===== src/rtl/fifo_rd_pkg.sv =====
// Shared types for the FIFO read-stream adapter: buffer depth, buffer FSM states, occupancy.
package fifo_rd_pkg;
  localparam int BUF_DEPTH = 2;

  typedef enum logic [1:0] {EMPTY, ONE, TWO} buf_state_t;

  typedef logic [1:0] occ_t;
endpackage


===== src/rtl/fifo_rd_skid2.sv =====
// Two-entry head/tail output buffer; push lands in head when free, else tail. Output from head flop.
// No internal backpressure: the caller's credit rule guarantees no push while full.
module fifo_rd_skid2
  import fifo_rd_pkg::*;
#(
  parameter int G_W = 72
) (
  input  logic           i_clk,
  input  logic           i_arst_n,
  input  logic           i_sclr,
  input  logic           i_push,
  input  logic [G_W-1:0] i_push_data,
  input  logic           i_pop,
  output logic           o_valid,
  output logic [G_W-1:0] o_data,
  output logic [1:0]     o_occ
);

  buf_state_t     state_q, state_d;
  logic [G_W-1:0] head_q, head_d;
  logic [G_W-1:0] tail_q, tail_d;

  always_ff @(posedge i_clk or negedge i_arst_n) begin
    if (!i_arst_n) begin
      state_q <= EMPTY;
      head_q  <= '0;
      tail_q  <= '0;
    end else begin
      state_q <= state_d;
      head_q  <= head_d;
      tail_q  <= tail_d;
    end
  end

  always_comb begin
    state_d = state_q;
    head_d  = head_q;
    tail_d  = tail_q;
    case (state_q)
      EMPTY: begin
        if (i_push) begin
          state_d = ONE;
          head_d  = i_push_data;
        end
      end
      ONE: begin
        if (i_push && !i_pop) begin
          state_d = TWO;
          tail_d  = i_push_data;
        end else if (i_pop && !i_push) begin
          state_d = EMPTY;
        end else if (i_push && i_pop) begin
          head_d = i_push_data;
        end
      end
      TWO: begin
        if (i_pop) begin
          state_d = ONE;
          head_d  = tail_q;
        end
      end
      default: state_d = EMPTY;
    endcase
    // Clear wins over any push/pop in the same cycle.
    if (i_sclr) begin
      state_d = EMPTY;
      head_d  = '0;
      tail_d  = '0;
    end
  end

  assign o_valid = (state_q != EMPTY);
  assign o_data  = head_q;
  assign o_occ   = occ_t'(state_q);

`ifndef SYNTHESIS
  a_no_push_when_full: assert property (@(posedge i_clk) disable iff (!i_arst_n)
    !(i_push && state_q == TWO));
`endif

endmodule


===== src/rtl/fifo_sync_rd_stream.sv =====
// FIFO read-request (1-cycle latency) to valid/ready stream, 1 word/clk; first word 2 clks after rena.
// Credit-limited to 2 words buffered+in flight under backpressure. Stats counters built only with FIFO_RD_STATS_EN.
module fifo_sync_rd_stream
  import fifo_rd_pkg::*;
#(
  parameter int G_W    = 72,
  parameter int G_CNTW = 32
) (
  input  logic              i_clk,
  input  logic              i_arst_n,
  input  logic              i_sclr,
  output logic              o_fifo_rena,
  input  logic [G_W-1:0]    i_fifo_rdat,
  input  logic              i_fifo_empt,
  output logic              o_tvalid,
  output logic [G_W-1:0]    o_tdata,
  input  logic              i_tready,
  output logic [G_CNTW-1:0] o_stat_words,
  output logic [G_CNTW-1:0] o_stat_stall
);

  logic       inflight_q, inflight_d;
  logic       pop;
  logic       push;
  logic [1:0] occ;
  logic [2:0] credit_sum;

  assign pop  = o_tvalid & i_tready;
  assign push = inflight_q & ~i_sclr;

  // Words committed downstream of the FIFO after this cycle's pop; must stay below buffer depth.
  assign credit_sum  = {1'b0, occ} + {2'b00, inflight_q} - {2'b00, pop};
  assign o_fifo_rena = ~i_fifo_empt & ~i_sclr & (credit_sum < 3'(BUF_DEPTH));
  assign inflight_d  = o_fifo_rena;

  always_ff @(posedge i_clk or negedge i_arst_n) begin
    if (!i_arst_n) inflight_q <= 1'b0;
    else           inflight_q <= inflight_d;
  end

  fifo_rd_skid2 #(.G_W(G_W)) u_skid (
    .i_clk       (i_clk),
    .i_arst_n    (i_arst_n),
    .i_sclr      (i_sclr),
    .i_push      (push),
    .i_push_data (i_fifo_rdat),
    .i_pop       (pop),
    .o_valid     (o_tvalid),
    .o_data      (o_tdata),
    .o_occ       (occ)
  );

`ifdef FIFO_RD_STATS_EN
  logic [G_CNTW-1:0] stat_words_q, stat_words_d;
  logic [G_CNTW-1:0] stat_stall_q, stat_stall_d;

  always_comb begin
    stat_words_d = stat_words_q;
    stat_stall_d = stat_stall_q;
    if (pop && !(&stat_words_q))
      stat_words_d = stat_words_q + G_CNTW'(1);
    if (o_tvalid && !i_tready && !(&stat_stall_q))
      stat_stall_d = stat_stall_q + G_CNTW'(1);
    if (i_sclr) begin
      stat_words_d = '0;
      stat_stall_d = '0;
    end
  end

  always_ff @(posedge i_clk or negedge i_arst_n) begin
    if (!i_arst_n) begin
      stat_words_q <= '0;
      stat_stall_q <= '0;
    end else begin
      stat_words_q <= stat_words_d;
      stat_stall_q <= stat_stall_d;
    end
  end

  assign o_stat_words = stat_words_q;
  assign o_stat_stall = stat_stall_q;
`else
  assign o_stat_words = '0;
  assign o_stat_stall = '0;
`endif

`ifndef SYNTHESIS
  a_tdata_stable: assert property (@(posedge i_clk) disable iff (!i_arst_n || i_sclr)
    (o_tvalid && !i_tready) |=> $stable(o_tdata));
`endif

endmodule

===== config.mk =====
export PLATFORM = sky130hd
export DESIGN_NAME = fifo_sync_rd_stream
export DESIGN_NICKNAME = d
export VERILOG_FILES = /design/src/rtl/fifo_rd_pkg.sv /design/src/rtl/fifo_rd_skid2.sv /design/src/rtl/fifo_sync_rd_stream.sv
export SDC_FILE = /design/constraint.sdc
export NUM_CORES = 1
export LEC_CHECK = 0
export BUFFER_PORTS_ARGS = -buffer_cell sky130_fd_sc_hd__buf_2
export CORE_ASPECT_RATIO = 1.1
export CORE_MARGIN = 1.5
export CORE_UTILIZATION = 51
export DETAILED_ROUTE_END_ITERATION = 8
export GPL_TIMING_DRIVEN = 0
export PLACE_DENSITY = 0.88
export SLEW_MARGIN = 0
export SYNTH_ARGS = -nofsm -noshare
export SYNTH_HDL_FRONTEND = slang
export SYNTH_SLANG_ARGS = --single-unit

===== constraint.sdc =====
create_clock -name i_clk -period 3.4 [get_ports i_clk]
set_clock_uncertainty 0.2 [all_clocks]
set_input_delay 0.51 -clock i_clk [delete_from_list [all_inputs] [get_ports i_clk]]
set_output_delay 0.51 -clock i_clk [all_outputs]
set_load 0.01 [all_outputs]

==> metrics.csv <==
metric;value;unit
status;finished clean;
setup_viol;0;
viasPerCell;5.22;
async_reset_ff_frac;1.00;
hp-class;input pin to flop;
worst_pin_slew;0.921;ns
io_pins;215;
synth_cells;577;
grt_start_max_net_pins;80;
synth_common_cells;dfrtp_1, mux2i_1, nand2_1, a22o_1, o31ai_1;
drv_cap;0;
yosysWarningCount;0;
synthAdderAreaFrac;0.00848;
place_ws;-0.142;ns
worst_skew_pair.late_latency;0.42;ns
finalCritPeriodShare;0.961;
num-nets-final;894;
core-area;13100;sq um
synth_area_leaders;dfrtp_1, mux2i_1, a22o_1, o31ai_1, buf_4;
synth_edf_count;0;
grt_usage;0.223;
r2r-start;u_skid.o_occ[1]$_DFFE_PN0P_;
required;2.69;ns
endpoint;o_fifo_rena;
drcViolationCount;0;
io_buffer_count;149;
max_freq;0.306;GHz
cts_tree;done;
grt_first_pass_wirelength;24000;um
gr-total-overflow;0;
cp_max_fo;10;
r2r-end;u_skid.o_data[55]$_DFFE_PN0P_;
synthDistinctLibCells;25;
h-tree-depth;4;
routed_wl;15500;um
crit_path_max_incr_delay;0.45;ns
die_y;124;um
postLayoutCoreUtil;0.663;
grt_pass1_vias;4762;
drt-wirelength-per-cell;15.7;um
reg2reg_slack;0.47;ns
cts-root-buf;clkbuf_16;
synthMuxAreaShare;0.108;
clk_pin_slew;0.06;ns
start_kind;flop;
cts_buffers;17;
drive_gt1_frac;0.345;
clock-sinks;147;
hpwl;10600;um
hold_ws;0.120;ns
yosys.area_share.xor_xnor;0.00129;
worstPathCellList;nor2b_2 > buf_4 > buf_12 > and2_4 > o21ai_0 > fa_1 > xor2_1 > nor4b_2 > buf_2;
endpoint_kind;output pin;
ys_seq_elements;147;
start_util;0.518;
yosys.area.top_type;dfrtp_1;
detail-route-antenna-nets;0;
rr_worst_depth;11;
layoutNonFillerInstCount;987;
antenna_found_initial;1;
ys.flop_type;dfrtp_1;
final.setup.worst_slack;0.134;ns
slew_violations;0;
die_area;14000;sq um
min_from;i_fifo_rdat[59];
area_growth;28.0;%
die_w;113;um
synth.most_common_cell;dfrtp_1;
fin_crit;3.27;ns
ir_drop;0.000302;V
cts_buffer_depth;2;
syn_area;6780;sq um
yosys.area_share.simple;0.0544;
synth_compound_area_frac;0.178;
seq_area_frac_synth;0.542;
cp_data_arrival_time;2.56;ns
p_per_area;514;nW/um^2
crit_start;u_skid.o_occ[0]$_DFFE_PN0P_;
synth_top_family_by_area;compound AO/OA/AOI/OAI gates;
place.gp.congestion;0.766;
path_class;flop to output pin;
via_count;5153;
avgSynthCellArea;11.8;sq um
critPathSlowestCell;dfrtp_2;
drt_iter0_drc;420;
rows;44;
synth_top_area_frac;0.542;
firstDrtPassIters;4;
finalHoldViolCount;0;
p_leak;4.58;nW
slew_headroom;0.386;
placed_cells;951;
==> critical path: cells and delay by family (launching register included) <==
| family | cells | cell delay (ns) |
|---|---|---|
| simple gates | 3 | 0.57 |
| flops | 1 | 0.45 |
| compound gates | 1 | 0.09 |
| xor+xnor | 1 | 0.16 |
| fa+ha+maj | 1 | 0.39 |
| buf+inv | 3 | 0.48 |
==> layout make-up <==
class / instances / area (sq um)
plain buffers: 111 / 729
inverters: 2 / 7.51
clock inverters: 8 / 124
fillers: 1015 / 4420
well taps: 161 / 201
flip-flops and latches: 147 / 3680
repair buffers: 154 / 812
diodes: 1 / 2.50
clock buffers: 23 / 498
multi-input cells: 380 / 2630
==> routing by layer <==
| layer | part of all wire | track usage | vias up | routed length, um |
|---|---|---|---|---|
| met4 | 0.024 | 0.104 | 0 | 376 |
| met3 | 0.056 | 0.0487 | 34 | 867 |
| met1 | 0.44 | 0.300 | 2503 | 6770 |
| li1 | - | - | 2427 | - |
| met2 | 0.48 | 0.351 | 189 | 7470 |
| met5 | 0 | 0 | - | 0 |
==> logic make-up (layout without fill, tap and decap cells) <==
logic type | count (synthesis) | after routing
AOI/OAI and AO/OA | 149 | 149
DFF | 147 | 147
other | 1 | 65
adders and majority gates | 4 | 4
buffers and inverters | 113 | 298
and+or+nand+nor | 89 | 89
xor gates and xnor gates | 1 | 1
muxes | 73 | 73
==> power by group <==
part           internal, mW  switching [mW]
Clock                  1.25           0.707
Combinational         0.242           0.354
Sequential             1.86          0.0608
Total                  3.34            1.12
==> repair_timing <==
action	4_1_cts	5_1_grt
hold buffers	1	0
resized for setup	2	6
endpoints found under the setup margin	1	1
buffers inserted	1	2
pin swaps	0	1
endpoints found under the hold margin	68	0
==> placed cells by master (no fill, tap or decap), types with 4 or more instances in the layout <==
cell / Yosys / layout
a22o_1: 72 / 72
buf_2: 25 / 172
buf_4: 66 / 70
clkbuf_1: 17 / 18
clkbuf_16: 0 / 17
clkbuf_8: 0 / 5
conb_1: 1 / 64
dfrtp_1: 147 / 145
mux2i_1: 73 / 73
nand2_1: 73 / 73
nor2_1: 4 / 4
o31ai_1: 72 / 72
==> worst min path at each step <==
stage | slack [ns] | end | cells after the start
6_report | 0.12 | u_skid.tail_q[59]$_DFFE_PN0P_ | 2
5_1_grt | 0.11 | u_skid.tail_q[68]$_DFFE_PN0P_ | 2
4_1_cts | 0.04 | inflight_q$_DFF_PN0_ | 2
3_5_place_dp | 0.26 | u_skid.o_data[54]$_DFFE_PN0P_ | 2
3_3_place_gp | 0.25 | u_skid.o_data[48]$_DFFE_PN0P_ | 2
2_1_floorplan | 0.01 | inflight_q$_DFF_PN0_ | 0
==> per-stage QoR <==
step,area [sq um],setup TNS (ns),total power [mW]
after floorplan,7020,0,2.27
after global placement,7970,-75.40,2.52
after detailed placement,8000,-13.60,2.53
after CTS,8650,0,4.49
after global routing,8680,-0.0128,4.65
final,8680,0,4.47
==> registers in the layout, indices dropped and copies added, names as in the netlist <==
name,flops
u_skid.o_data,72
u_skid.o_occ,2
inflight_q,1
u_skid.tail_q,72
Power figures use the tool's default switching activity.
